$ cat config.mk
export PLATFORM = sky130hd
export DESIGN_NAME = move_sequencer
export DESIGN_NICKNAME = d
export VERILOG_FILES = /design/src/rtl/move_sequencer.sv
export SDC_FILE = /design/constraint.sdc
export NUM_CORES = 1
export LEC_CHECK = 0
export ABC_AREA = 1
export CAP_MARGIN = 20
export CORE_MARGIN = 3
export CORE_UTILIZATION = 30
export CTS_BUF_LIST = sky130_fd_sc_hd__clkbuf_2
export CTS_CLUSTER_DIAMETER = 100
export DETAILED_ROUTE_END_ITERATION = 10
export PLACE_DENSITY_LB_ADDON = 0.1
export SLEW_MARGIN = 10
export SYNTH_ARGS = -nofsm -noshare
export SYNTH_HDL_FRONTEND = slang
export SYNTH_SLANG_ARGS = --single-unit
$ cat constraint.sdc
create_clock -name clk -period 5 [get_ports clk]
set_clock_uncertainty 0.15 [all_clocks]
set_input_delay 1.5 -clock clk [delete_from_list [all_inputs] [get_ports clk]]
set_output_delay 1.5 -clock clk [all_outputs]
set_load 0.05 [all_outputs]
$ cat src/rtl/move_sequencer.sv
// Host-fed move sequencer: buffers compass move codes, issues each as a one-hot
// direction pulse, and waits for the motor controller's done pulse before the next.
module move_sequencer #(
   parameter int DEPTH          = 16,
   parameter int TIMEOUT_CYCLES = 50000000,
   parameter int CNT_W          = 32
) (
   input  logic                       clk,
   input  logic                       reset,
   input  logic                       cmd_valid,
   input  logic [2:0]                 cmd_code,
   output logic                       cmd_ready,
   input  logic                       start,
   input  logic                       abort,
   output logic [7:0]                 direction,
   input  logic                       done,
   output logic                       busy,
   output logic                       seq_done,
   output logic                       timeout_err,
   output logic [$clog2(DEPTH):0]     fifo_count,
   output logic [7:0]                 moves_done
);
   localparam int AW = $clog2(DEPTH);

   typedef enum logic [2:0] {
      S_IDLE, S_ISSUE, S_WAIT, S_SETTLE, S_FINISH, S_ERROR
   } state_t;

   state_t            state_q, state_d;
   logic [2:0]        mem_q [0:DEPTH-1];
   logic [AW-1:0]     wr_ptr_q, wr_ptr_d, rd_ptr_q, rd_ptr_d;
   logic [AW:0]       count_q, count_d;
   logic [CNT_W-1:0]  timer_q, timer_d, timer_inc;
   logic [7:0]        direction_q, direction_d, moves_q, moves_d;
   logic              busy_q, busy_d, seq_done_q, seq_done_d;
   logic              err_q, err_d, ready_q, ready_d;
   logic              wr_en, pop, flush;

   assign timer_inc = timer_q + 1'b1;

   // State register
   always_ff @(posedge clk) begin
      if (reset) state_q <= S_IDLE;
      else       state_q <= state_d;
   end

   // Next-state logic; abort overrides everything
   always_comb begin
      state_d = state_q;
      if (abort) begin
         state_d = S_IDLE;
      end else begin
         case (state_q)
            S_IDLE:   if (start && count_q != '0) state_d = S_ISSUE;
            S_ISSUE:  state_d = S_WAIT;
            S_WAIT: begin
               // done wins over a timeout in the same cycle
               if (done)                                          state_d = S_SETTLE;
               else if (timer_inc == CNT_W'(TIMEOUT_CYCLES - 1))  state_d = S_ERROR;
            end
            S_SETTLE: if (!done) state_d = (count_q != '0) ? S_ISSUE : S_FINISH;
            S_FINISH: state_d = S_IDLE;
            S_ERROR:  state_d = S_ERROR;
            default:  state_d = S_IDLE;
         endcase
      end
   end

   // Output / datapath next values; every output is a registered copy of these
   always_comb begin
      pop      = (state_d == S_ISSUE);
      flush    = abort || (state_d == S_ERROR);
      wr_en    = cmd_valid && ready_q && !abort;
      wr_ptr_d = wr_ptr_q;
      rd_ptr_d = rd_ptr_q;
      count_d  = count_q;
      if (flush) begin
         wr_ptr_d = '0;
         rd_ptr_d = '0;
         count_d  = '0;
      end else begin
         wr_ptr_d = wr_ptr_q + AW'(wr_en);
         rd_ptr_d = rd_ptr_q + AW'(pop);
         count_d  = count_q + (AW+1)'(wr_en) - (AW+1)'(pop);
      end
      timer_d     = (state_q == S_WAIT && state_d == S_WAIT) ? timer_inc : '0;
      direction_d = pop ? (8'b1 << mem_q[rd_ptr_q]) : 8'b0;
      moves_d     = moves_q;
      if (state_q == S_IDLE && state_d == S_ISSUE)       moves_d = '0;
      else if (state_q == S_WAIT && state_d == S_SETTLE) moves_d = moves_q + 8'd1;
      busy_d     = (state_d != S_IDLE);
      seq_done_d = (state_d == S_FINISH);
      err_d      = (state_d == S_ERROR);
      ready_d    = (count_d != (AW+1)'(DEPTH)) && (state_d != S_ERROR);
   end

   always_ff @(posedge clk) begin
      if (wr_en) mem_q[wr_ptr_q] <= cmd_code;
   end

   always_ff @(posedge clk) begin
      if (reset) begin
         wr_ptr_q    <= '0;
         rd_ptr_q    <= '0;
         count_q     <= '0;
         timer_q     <= '0;
         direction_q <= '0;
         moves_q     <= '0;
         busy_q      <= 1'b0;
         seq_done_q  <= 1'b0;
         err_q       <= 1'b0;
         ready_q     <= 1'b1;
      end else begin
         wr_ptr_q    <= wr_ptr_d;
         rd_ptr_q    <= rd_ptr_d;
         count_q     <= count_d;
         timer_q     <= timer_d;
         direction_q <= direction_d;
         moves_q     <= moves_d;
         busy_q      <= busy_d;
         seq_done_q  <= seq_done_d;
         err_q       <= err_d;
         ready_q     <= ready_d;
      end
   end

   assign cmd_ready   = ready_q;
   assign direction   = direction_q;
   assign busy        = busy_q;
   assign seq_done    = seq_done_q;
   assign timeout_err = err_q;
   assign fifo_count  = count_q;
   assign moves_done  = moves_q;
endmodule

# --- Word-level counts from Yosys, hierarchy flattened ---
# Memories as Yosys holds them, arrays and structs flattened. A register that Yosys moved wholly into a read port is not among the register bits.
# Index checks and enable logic that the tools add are counted.
classes:
  addsub: 6
  eq_ne: 12
  n_shift: 1
  n_mux: 11
  bitwise: 2
  n_reduce_logical: 16
ops:
  columns: ["op", "n"]
  rows:
  - ["32-bit by 1-bit adder with 32-bit output, second input constant", 1]
  - ["32-bit by 26-bit equality test with 1-bit output, second input constant", 1]
  - ["3-bit two-way mux", 6]
  - ["3-bit one-hot mux with 5 select lines", 1]
  - ["3-bit by 2-bit equality test with 1-bit output, second input constant", 4]
  - ["3-bit equality test, second input constant", 3]
  - ["4-bit by 1-bit adder with 4-bit output", 2]
  - ["8-bit by 1-bit adder with 8-bit output, second input constant", 1]
  - ["2-bit OR reduction", 4]
  - ["1-bit by 3-bit << shifter with 8-bit output, first input constant", 1]
  - ["1-bit logical AND", 7]
  - ["3-bit by 1-bit equality test with 1-bit output, second input constant", 2]
  - ["5-bit by 1-bit adder with 5-bit output", 1]
  - ["5-bit two-way mux", 1]
  - ["5-bit != test, second input constant", 1]
  - ["5-bit nonzero test", 1]
  - ["5-bit by 1-bit subtractor with 5-bit output", 1]
  - ["4-bit two-way mux", 1]
  - ["3-bit logical NOT", 1]
  - ["3-bit != test, second input constant", 1]
  - ["3-bit nonzero test", 1]
  - ["1-bit two-way mux", 2]
  - ["1-bit inverter", 2]
  - ["1-bit logical NOT", 1]
  - ["1-bit logical OR", 1]
word_totals:
  ff_bits: 68
  ram_bits: 48
  in_bits: 9
  word_cells: 60
  memories: 1
memory_table:
  columns: ["name", "words", "width", "read_ports", "rd_ports_with_merged_regs", "write_ports", "line_no", "rtl"]
  rows:
  - ["mem_q", 16, 3, 1, 1, 1, "30", "logic [2:0] mem_q [0:DEPTH-1];"]

# --- Depth between registers and ports, before layout ---
# Gate-level depths: netlist of run 1.
logic_depth:
  ltp_word: 11
  mapped_depth: 32

# --- Worst setup path before layout of run 1 ---
# Ideal clock, no wire load.
synth_path:
  path_type: "input to register"
  startpoint: "input port done"
  endpoint: "register ready_q, in the netlist cmd_ready"
  arrival_time_ps: 3824
  path_slack_ps: 907
  stages: 20
  cell_sequence: "nor2_1 o31ai_1 a31oi_1 nand2_4 nand2_4 nor3_1 ha_1 inv_1 ha_1 inv_1 fa_1 inv_1 nand2_1 inv_1 nor2_1 nor2_1 nor2_1 xor2_1 o21ai_0 nand2_1"
synth_via:
  elab_chain_len: 8
synth_lines:
  columns: ["item", "line_no", "rtl"]
  rows:
  - ["from (decl)", "16", "input logic done,"]
  - ["3-bit two-way mux, on equally long branches", "61, 58", null]
  - ["3-bit one-hot mux with 5 select lines *", "53", "case (state_q)"]
  - ["3-bit two-way mux *", "50", "if (abort) begin"]
  - ["3-bit by 1-bit equality test with 1-bit output or 3-bit equality test (tied branches)", "71, 72", null]
  - ["5-bit by 1-bit subtractor with 5-bit output or 1-bit logical OR (tied branches)", "84, 72", null]
  - ["5-bit two-way mux", "77", "if (flush) begin"]
  - ["5-bit != test", "94", "ready_d = (count_d != (AW+1)'(DEPTH)) && (state_d != S_ERROR);"]
  - ["1-bit logical AND *", "94", null]
  - ["to (signal assigned)", "123", "ready_q <= ready_d;"]
  - ["to (decl)", "36", "logic err_q, err_d, ready_q, ready_d;"]
# Mark *: on every way between the ends. The rest lies on a longest branch, timed or not.
# A chain may end at the register's enable or synchronous reset.

# --- Worst setup path after layout of run 1 ---
layout_path:
  startpoint: "register timer_q[1]"
  endpoint: "register ready_q, in the netlist cmd_ready"
layout_via:
  elab_chain_len: 11
layout_lines:
  columns: ["item", "line_no", "rtl"]
  rows:
  - ["from (decl)", "33", "logic [CNT_W-1:0] timer_q, timer_d, timer_inc;"]
  - ["from (signal assigned)", "117", "timer_q <= timer_d;"]
  - ["32-bit by 1-bit adder with 32-bit output *", "39", "assign timer_inc = timer_q + 1'b1;"]
  - ["32-bit by 26-bit equality test with 1-bit output *", "59", "else if (timer_inc == CNT_W'(TIMEOUT_CYCLES - 1)) state_d = S_ERROR;"]
  - ["3-bit two-way mux *", "59", null]
  - ["3-bit two-way mux *", "58", "if (done) state_d = S_SETTLE;"]
  - ["3-bit one-hot mux with 5 select lines *", "53", null]
  - ["3-bit two-way mux *", "50", null]
  - ["3-bit by 1-bit equality test with 1-bit output or 3-bit equality test (tied branches)", "71, 72", null]
  - ["5-bit by 1-bit subtractor with 5-bit output or 1-bit logical OR (tied branches)", "84, 72", null]
  - ["5-bit two-way mux", "77", null]
  - ["5-bit != test", "94", null]
  - ["1-bit logical AND *", "94", null]
# Marks and branches as above.

==> results.sh, run 1 <==
export IMPL_p_total_mw=1.81
export IMPL_final_cell_mix="nand2_1 (183), nor2_1 (142), inv_1 (106)"
export IMPL_r2r_end="cmd_ready$_SDFF_PP1_"
export IMPL_area_delta_synth_final_pct=14.5
export IMPL_routed_wl_um=14600
export IMPL_synth_top_cell_by_area="edfxtp_1"
export IMPL_synth_area_per_cell_um2=7.90
export IMPL_drc_errors=0
export IMPL_synthCells=760
export IMPL_min_to="timer_q[0]$_SDFF_PP0_"
export IMPL_syn_num_nets=783
export IMPL_p_int_mw=1.26
export IMPL_synth_cell_type_count=34
export IMPL_root_buffer="clkbuf_2"
export IMPL_grt_overflow=0
export IMPL_final_common_cell="nand2_1"
export IMPL_grt_max_degree=38
export IMPL_reg2regPathDepth=29
export IMPL_dpl_instance_area_um2=6620
export IMPL_fin_crit_ps=4370
export IMPL_swShare=0.307
export IMPL_holdCritPathClass="reg -> reg"
export IMPL_htreeDepth=4
export IMPL_routabilityCongestion=0.852
export IMPL_drive_above_1_share=0.0954
export IMPL_clock_power_share=0.357
export IMPL_drv_slew=0
export IMPL_pwr_density_cell_nw_per_um2=264
export IMPL_max_slew_worst_pin_slew_ps=685
export IMPL_p_leak_nw=2.55
export IMPL_min_delay_start="timer_q[0]$_SDFF_PP0_"
export IMPL_status="finished clean"
export IMPL_end_kind="flip-flop"
export IMPL_wl_per_cell_um=13.5
export IMPL_cts_tree="yes"
export IMPL_ir_drop_mv=0.128
export IMPL_yosysWarnings=0
export IMPL_tns_ps=0
export IMPL_synth_top_area_frac=0.240
export IMPL_setup_viol=0
export IMPL_rsz0062_at_grt="no"
export IMPL_io_buffers=33
export IMPL_cp_max_fo=9
export IMPL_p_sw_mw=0.557
export IMPL_fmax_ghz=0.229
export IMPL_dp_hpwl_um=10900
export IMPL_worstPathArrival_ps=4800
export IMPL_placed_cells=1051
export IMPL_combPwrFrac=0.090
export IMPL_startpoint_type="flip-flop"
export IMPL_clock_latency_ps=690
export IMPL_cp_slowest_cell="dfxtp_1"
export IMPL_seq_area_um2=2800
export IMPL_io_pins=34
export IMPL_holdPathStages=1
export IMPL_cpPeakStageDelay_ps=430
export IMPL_pwr_share_seq=0.553
export IMPL_grt_pass1_wl_um=24100
export IMPL_dieArea_um2=21700
export IMPL_num_vias=4811
export IMPL_cts_sink_count=116
export IMPL_dr_pass1_iters=4
export IMPL_rows=51
export IMPL_drv_cap=0
export IMPL_r2r_slack_ps=630
export IMPL_yosysSeqAreaShare=0.467
export IMPL_finalHoldViolCount=0
export IMPL_cts_buffers=17
export IMPL_antenna_found_initial=1
export IMPL_synth_seq_cells=116
export IMPL_synthTopCellsByArea="edfxtp_1 (24%), dfxtp_1 (23%), nand2_1 (11%), nor2_1 (8.9%), inv_1 (6.6%)"
export IMPL_final_cells=1085
export IMPL_die_w_um=147
export IMPL_slew_headroom=0.540
export IMPL_netlist_area_um2=6000
export IMPL_drtIter0Drc=228
export IMPL_grtUsageTotal=0.140
export IMPL_clk_pin_slew_worst_paths_ps=200
export IMPL_multi_input_area_um2=2720
export IMPL_required_ps=5440
export IMPL_path_class="reg -> reg"
export IMPL_ctsHoldBuffers=0
export IMPL_nets=828
export IMPL_final_area_um2=6870
export IMPL_initial_core_util=0.306
export IMPL_fill_cells=2130
export IMPL_r2r_start="timer_q[1]$_SDFF_PP0_"
export IMPL_crit_top_cell="nand2_1"
export IMPL_die_y_um=147
export IMPL_clk_path_buf_depth=2
export IMPL_core_area_um2=19600
export IMPL_grt_pass1_vias=4798
export IMPL_via_per_inst=4.43
export IMPL_ant_nets=0
export IMPL_post_route_period_util=0.873
[critical path: cells and delay by family, from the launching register on]
kind	cells	cell delay, ps
xor gates and xnor gates	1	140
adders and majority gates	4	990
and+or+nand+nor	19	2130
AOI/OAI and AO/OA	1	180
buffers and inverters	4	250
DFF	1	430
[power by group through the flow]
stage | Clock, mW | Combinational [mW] | Sequential (mW)
after CTS | 0.681 | 0.164 | 1.00
after floorplan | 0 | 0.0919 | 1.04
after detailed placement | 0 | 0.163 | 1.02
final | 0.647 | 0.163 | 1.00
after global placement | 0 | 0.162 | 1.02
after global routing | 0.723 | 0.180 | 1.00
[cells in the mapped netlist, drive strengths merged]
master / n
o211ai: 12
nor3: 6
nand3: 39
inv: 106
nor2: 165
a31oi: 2
and2: 1
ha: 13
o21bai: 2
fa: 1
nand4: 18
xnor2: 9
clkbuf: 7
and3: 1
edfxtp: 48
nand2: 197
xor2: 8
buf: 5
a32oi: 1
dfxtp: 68
a21oi: 15
mux2i: 12
o21ai: 17
nand3b: 6
o31ai: 1
[repair_timing]
| item | CTS | global route |
|---|---|---|
| gates resized for setup | 0 | 1 |
| setup endpoints to repair | 0 | 1 |
| buffers inserted | 0 | 0 |
| hold endpoints to repair | 0 | 0 |
[sequential cells by signal, indices dropped and copies added (netlist names), 3 cells and up]
signal / cells
direction: 8
timer_q: 32
fifo_count: 5
moves_done: 8
wr_ptr_q: 4
rd_ptr_q: 4
state_q: 3
mem_q: 48
[worst max path at each step]
stage,from,end,slack (ps),depth (start not counted)
final,timer_q[1]$_SDFF_PP0_,cmd_ready$_SDFF_PP1_,630,29
after global routing,timer_q[1]$_SDFF_PP0_,cmd_ready$_SDFF_PP1_,10,31
after CTS,timer_q[1]$_SDFF_PP0_,cmd_ready$_SDFF_PP1_,450,31
after detailed placement,done,cmd_ready$_SDFF_PP1_,60,21
after global placement,done,cmd_ready$_SDFF_PP1_,210,21
after floorplan,done,cmd_ready$_SDFF_PP1_,910,20
[final cells by class]
type,count,area share
clock inverters,15,0.0233
flip-flops and latches,116,0.408
well taps,265,0.0482
diodes,2,0.000728
inverters,106,0.0579
multi-input cells,526,0.396
repair buffers,38,0.0535
clock buffers,17,0.0124
[routing by layer]
layer  wire, um  share of wire  track usage
met1       7250           0.50        0.183
met2       6650           0.46        0.228
met5          0              0            0
met3        570          0.039       0.0395
met4        128         0.0088       0.0373
[through the flow]
step,util,hold slack (ps),worst slack (ps)
after global placement,0.338,292,210
after CTS,0.350,342,452
after global routing,0.351,369,12.7
final,0.351,337,634
after detailed placement,0.338,306,64.3
after floorplan,-,280,907
[cell families (layout without fill, tap and decap cells)]
| family | Yosys count | after routing | synth area share |
|---|---|---|---|
| XOR/XNOR | 17 | 17 | 0.0248 |
| flip-flops | 116 | 116 | 0.467 |
| multiplexers | 12 | 12 | 0.0200 |
| AND/OR/NAND/NOR | 433 | 433 | 0.329 |
| buffers and inverters | 118 | 176 | 0.0802 |
| adder cells (fa/ha/maj) | 14 | 14 | 0.0304 |
| AO/OA/AOI/OAI | 50 | 50 | 0.0490 |
| other | 0 | 2 | 0 |
No activity file was read; power rests on OpenSTA's default activity.
==> inputs of run 2 (changes only) <==
--- a/config.mk
+++ b/config.mk
@@ -9,7 +9,7 @@
 export CAP_MARGIN = 20
 export CORE_MARGIN = 3
 export CORE_UTILIZATION = 30
-export CTS_BUF_LIST = sky130_fd_sc_hd__clkbuf_2
+export CTS_BUF_LIST = sky130_fd_sc_hd__clkbuf_4
 export CTS_CLUSTER_DIAMETER = 100
 export DETAILED_ROUTE_END_ITERATION = 10
 export PLACE_DENSITY_LB_ADDON = 0.1
==> constraint.sdc (replaced) <==
create_clock -name clk -period 5.3 [get_ports clk]
set_clock_uncertainty 0.15 [all_clocks]
set_input_delay 1.59 -clock clk [delete_from_list [all_inputs] [get_ports clk]]
set_output_delay 1.59 -clock clk [all_outputs]
set_load 0.05 [all_outputs]
==> results.sh, run 2 (synthesis results as in run 1) <==
export IMPL_fmax_ghz=0.218
export IMPL_tns_ps=0
export IMPL_fill_cells=2101
export IMPL_cts_sink_count=116
export IMPL_via_per_inst=4.52
export IMPL_setup_viol=0
export IMPL_die_y_um=147
export IMPL_drv_slew=0
export IMPL_grtUsageTotal=0.140
export IMPL_area_delta_synth_final_pct=15.0
export IMPL_highest_layer="met4"
export IMPL_startpoint_type="flip-flop"
export IMPL_routabilityCongestion=0.828
export IMPL_dieArea_um2=21700
export IMPL_finalHoldViolCount=0
export IMPL_status="finished clean"
export IMPL_root_buffer="clkbuf_4"
export IMPL_met2WireLength_um=6740
export IMPL_grt_pass1_vias=4835
export IMPL_ir_drop_mv=0.132
export IMPL_dp_hpwl_um=10900
export IMPL_cts_buffers=17
export IMPL_clk_pin_slew_worst_paths_ps=120
export IMPL_required_ps=5590
export IMPL_worstPathArrival_ps=4870
export IMPL_crit_top_cell="nand2_1"
export IMPL_die_w_um=147
export IMPL_io_pins=34
export IMPL_drive_above_1_share=0.0919
export IMPL_grt_overflow=0
export IMPL_largest_reg_flops=48
export IMPL_final_cell_mix="nand2_1 (183), nor2_1 (142), inv_1 (106)"
export IMPL_routed_wl_um=14600
export IMPL_htreeDepth=4
export IMPL_cpPeakStageDelay_ps=410
export IMPL_swShare=0.283
export IMPL_ctsHoldBuffers=0
export IMPL_num_vias=4890
export IMPL_cp_slowest_cell="dfxtp_1"
export IMPL_grt_pass1_wl_um=24100
export IMPL_path_class="reg -> reg"
export IMPL_final_common_cell="nand2_1"
export IMPL_antenna_found_initial=1
export IMPL_max_slew_worst_pin_slew_ps=761
export IMPL_end_kind="flip-flop"
export IMPL_clock_power_share=0.388
export IMPL_nets=826
export IMPL_regMostFlops="mem_q"
export IMPL_rows=51
export IMPL_cp_max_fo=9
export IMPL_post_place_ws_ps=202
export IMPL_ant_nets=0
export IMPL_holdCritPathClass="reg -> reg"
export IMPL_multi_input_area_um2=2720
export IMPL_post_route_period_util=0.864
export IMPL_io_buffers=33
export IMPL_seq_area_um2=2800
export IMPL_fin_crit_ps=4580
export IMPL_grt_max_degree=37
export IMPL_core_area_um2=19600
export IMPL_combPwrFrac=0.083
export IMPL_dr_pass1_iters=5
export IMPL_p_leak_nw=2.55
export IMPL_met1_length_um=7050
export IMPL_pwr_share_seq=0.529
export IMPL_p_int_mw=1.28
export IMPL_pwr_density_cell_nw_per_um2=259
export IMPL_cts_resized=0
export IMPL_dr_wl_met3_um=576
export IMPL_post_cts_buffers=0
export IMPL_biggestRegsByFlops="mem_q x48, timer_q x32"
export IMPL_initial_core_util=0.306
export IMPL_clock_latency_ps=530
export IMPL_layout_setup_ws_ps=721
export IMPL_cts_tree="yes"
export IMPL_drtIter0Drc=227
export IMPL_drc_errors=0
export IMPL_wl_per_cell_um=13.5
export IMPL_p_sw_mw=0.506
export IMPL_rsz0062_at_grt="no"
export IMPL_clk_path_buf_depth=2
export IMPL_drv_cap=0
export IMPL_slew_headroom=0.489
==> run 2: path summary, 6_finish.rpt <==
kind	slack, ps	end	start	depth (start not counted)
worst min register to register	330	timer_q[0]$_SDFF_PP0_	timer_q[0]$_SDFF_PP0_	1
worst max register to register	720	cmd_ready$_SDFF_PP1_	timer_q[1]$_SDFF_PP0_	31
worst min-delay path	330	timer_q[0]$_SDFF_PP0_	timer_q[0]$_SDFF_PP0_	1
worst max-delay path	720	cmd_ready$_SDFF_PP1_	timer_q[1]$_SDFF_PP0_	31
==> run 2: worst max-delay path, delay by kind of cell, from the launching register on <==
family	cells	cell delay (ps)
DFF	1	410
xor gates and xnor gates	1	140
AOI/OAI and AO/OA	1	170
buffers and inverters	4	250
adders and majority gates	4	1030
and+or+nand+nor	21	2300
==> run 2: per-stage QoR <==
step / instances / utilization / power [mW] / hold slack (ps) / cell area [um2]
6_report: 1082 / 0.352 / 1.79 / 331 / 6900
5_1_grt: 1082 / 0.352 / 1.88 / 357 / 6900
4_1_cts: 1081 / 0.352 / 1.82 / 335 / 6900
3_5_place_dp: 1049 / 0.337 / 1.12 / 306 / 6600
3_3_place_gp: 1049 / 0.337 / 1.11 / 292 / 6600
2_1_floorplan: 760 / - / 1.07 / 280 / 6000
==> run 2: final cells by class <==
class                   instances  area share
clock inverters                15      0.0246
flip-flops and latches        116       0.406
multi-input cells             526       0.394
diodes                          1    0.000362
inverters                     106      0.0576
repair buffers                 36      0.0511
clock buffers                  17      0.0185
well taps                     265      0.0480
==> run 2: power groups by stage <==
stage          combinational (mW)  sequential (mW)  clock (mW)
2_1_floorplan              0.0867            0.982           0
3_5_place_dp                0.151            0.965           0
5_1_grt                     0.168            0.946       0.764
4_1_cts                     0.151            0.945       0.725
6_report                    0.149            0.944       0.693
3_3_place_gp                0.149            0.965           0
==> run 2: routing by layer <==
metal / global-route usage / vias to the layer above
met5: 0 / -
met3: 0.0325 / 14
met2: 0.229 / 93
met1: 0.185 / 2267
met4: 0.0415 / 0
li1: - / 2516
==> inputs of run 3 (changes only) <==
--- a/config.mk
+++ b/config.mk
@@ -6,9 +6,10 @@
 export NUM_CORES = 1
 export LEC_CHECK = 0
 export ABC_AREA = 1
+export ABC_CLOCK_PERIOD_IN_PS = 3800
 export CAP_MARGIN = 20
 export CORE_MARGIN = 3
-export CORE_UTILIZATION = 30
+export CORE_UTILIZATION = 35
 export CTS_BUF_LIST = sky130_fd_sc_hd__clkbuf_4
 export CTS_CLUSTER_DIAMETER = 100
 export DETAILED_ROUTE_END_ITERATION = 10
==> constraint.sdc (replaced) <==
create_clock -name clk -period 3.8 [get_ports clk]
set_clock_uncertainty 0.15 [all_clocks]
set_input_delay 1.14 -clock clk [delete_from_list [all_inputs] [get_ports clk]]
set_output_delay 1.14 -clock clk [all_outputs]
set_load 0.05 [all_outputs]
==> results.sh, run 3 (synthesis results as in run 1) <==
export IMPL_status="complete, but fails checks"
export IMPL_violations="negative setup slack"
export IMPL_antenna_found_initial=1
export IMPL_placed_cells=1081
export IMPL_required_ps=4070
export IMPL_path_class="reg -> reg"
export IMPL_biggestRegsByFlops="mem_q x48, timer_q x32"
export IMPL_root_buffer="clkbuf_4"
export IMPL_reg2regPathDepth=32
export IMPL_r2r_slack_ps=-140
export IMPL_grt_overflow=0
export IMPL_clock_latency_ps=530
export IMPL_final_cells=1147
export IMPL_post_route_util=0.479
export IMPL_final_area_um2=8010
export IMPL_num_vias=5317
export IMPL_routed_wl_um=15600
export IMPL_drv_cap=0
export IMPL_io_pins=34
export IMPL_grt_pass1_wl_um=24500
export IMPL_dr_pass1_iters=7
export IMPL_nets=936
export IMPL_initial_core_util=0.359
export IMPL_holdCritPathClass="reg -> reg"
export IMPL_cpPeakStageDelay_ps=380
export IMPL_holdPathStages=2
export IMPL_die_w_um=137
export IMPL_drv_slew=0
export IMPL_regMostFlops="mem_q"
export IMPL_rows=47
export IMPL_ir_drop_mv=0.188
export IMPL_io_buffers=33
export IMPL_p_leak_nw=3.16
export IMPL_clk_pin_slew_worst_paths_ps=120
export IMPL_final_cell_mix="nand2_1 (161), nor2_1 (121), buf_4 (102)"
export IMPL_die_y_um=137
export IMPL_cp_max_fo=5
export IMPL_layout_setup_ws_ps=-138
export IMPL_tns_ps=-395
export IMPL_dpl_instance_area_um2=7160
export IMPL_via_per_inst=4.64
export IMPL_rsz0062_at_grt="yes"
export IMPL_cp_slowest_cell="dfxtp_2"
export IMPL_min_to="timer_q[0]$_SDFF_PP0_"
export IMPL_drive_above_1_share=0.276
export IMPL_core_area_um2=16700
export IMPL_ctsHoldBuffers=0
export IMPL_finalHoldViolCount=0
export IMPL_routabilityCongestion=0.892
export IMPL_post_place_ws_ps=-401
export IMPL_end_kind="flip-flop"
export IMPL_pwr_density_cell_nw_per_um2=324
export IMPL_worstPathArrival_ps=4210
export IMPL_drc_errors=0
export IMPL_p_total_mw=2.60
export IMPL_htreeDepth=4
export IMPL_post_route_period_util=1.04
export IMPL_cts_tree="yes"
export IMPL_startpoint_type="flip-flop"
export IMPL_ant_nets=0
export IMPL_min_delay_start="timer_q[0]$_SDFF_PP0_"
export IMPL_slew_headroom=0.564
export IMPL_fill_cells=1593
export IMPL_area_delta_synth_final_pct=33.4
export IMPL_cp_buffers_inverters=8
export IMPL_fin_crit_ps=3940
export IMPL_r2r_start="timer_q[1]$_SDFF_PP0_"
export IMPL_fmax_ghz=0.254
export IMPL_path_delay_family="simple AND/OR/NAND/NOR gates"
export IMPL_grtUsageTotal=0.168
export IMPL_grt_pass1_vias=5023
export IMPL_grt_max_degree=38
export IMPL_cts_buffers=17
export IMPL_wl_per_cell_um=13.6
export IMPL_hold_ws_ps=391
export IMPL_cts_sink_count=116
export IMPL_dp_hpwl_um=11200
export IMPL_drtIter0Drc=278
export IMPL_r2r_end="cmd_ready$_SDFF_PP1_"
export IMPL_dieArea_um2=18800
export IMPL_largest_reg_flops=48
export IMPL_final_common_cell="nand2_1"
export IMPL_clk_path_buf_depth=2
export IMPL_max_slew_worst_pin_slew_ps=652
export IMPL_setup_viol=10
==> run 3: cell types whose count changed in the layout (fill, tap and decap cells not counted), moves of 3 or more <==
cell     delta
nand3_2     +3
nor2_4     +10
inv_2       +7
nor2_1     -21
inv_8       +4
dfxtp_1    -12
buf_4      +99
inv_1       -7
nand2_2    +19
buf_6      +10
nor2_2     +11
dfxtp_2    +12
nand3_1     -4
nand2_1    -22
==> run 3: layout make-up <==
| class | instances | area (um2) | area share |
|---|---|---|---|
| Clock inverter | 15 | 186 | 0.0233 |
| Sequential cell | 116 | 2820 | 0.352 |
| Antenna cell | 1 | 2.50 | 0.000313 |
| Multi-Input combinational cell | 526 | 2970 | 0.371 |
| Timing Repair Buffer | 146 | 1230 | 0.153 |
| Inverter | 106 | 398 | 0.0497 |
| Clock buffer | 17 | 128 | 0.0159 |
| Tap cell | 220 | 275 | 0.0344 |
==> run 3: power by group <==
part	internal, mW	total [mW]	switching, mW
clock	0.425	1.00	0.579
combinational	0.110	0.274	0.164
sequential	1.31	1.32	0.0120
==> run 3: per-layer routing <==
layer  global-route usage  vias to the layer above  routed length, um
li1                     -                     2741                  -
met1                0.229                     2444               7540
met2                0.261                      115               7000
met3               0.0518                       17                854
met4               0.0438                        0                218
met5                    0                        -                  0
==> run 3: worst reg2reg max path, delay by kind of cell, from the launching register on <==
kind	cells	cell delay, ps
AND/OR/NAND/NOR	19	1550
AO/OA/AOI/OAI	1	130
flip-flops	1	380
buffers and inverters	8	710
XOR/XNOR	1	150
adder cells (fa/ha/maj)	3	770
==> run 3: how the worst max path moves through the flow <==
stage / to / depth (start not counted) / from / slack, ps
6_report: cmd_ready$_SDFF_PP1_ / 32 / timer_q[1]$_SDFF_PP0_ / -140
3_3_place_gp: cmd_ready$_SDFF_PP1_ / 21 / done / -380
3_5_place_dp: cmd_ready$_SDFF_PP1_ / 21 / done / -400
4_1_cts: cmd_ready$_SDFF_PP1_ / 31 / timer_q[0]$_SDFF_PP0_ / -120
2_1_floorplan: cmd_ready$_SDFF_PP1_ / 31 / timer_q[1]$_SDFF_PP0_ / 10
5_1_grt: cmd_ready$_SDFF_PP1_ / 33 / timer_q[1]$_SDFF_PP0_ / -430
==> run 3: repair_timing <==
action                                  in CTS  in global routing
setup buffers                               21                 16
gates cloned                                 0                  0
gates resized for setup                     36                 58
endpoints found under the setup margin       3                 13
pin swaps                                   24                 38
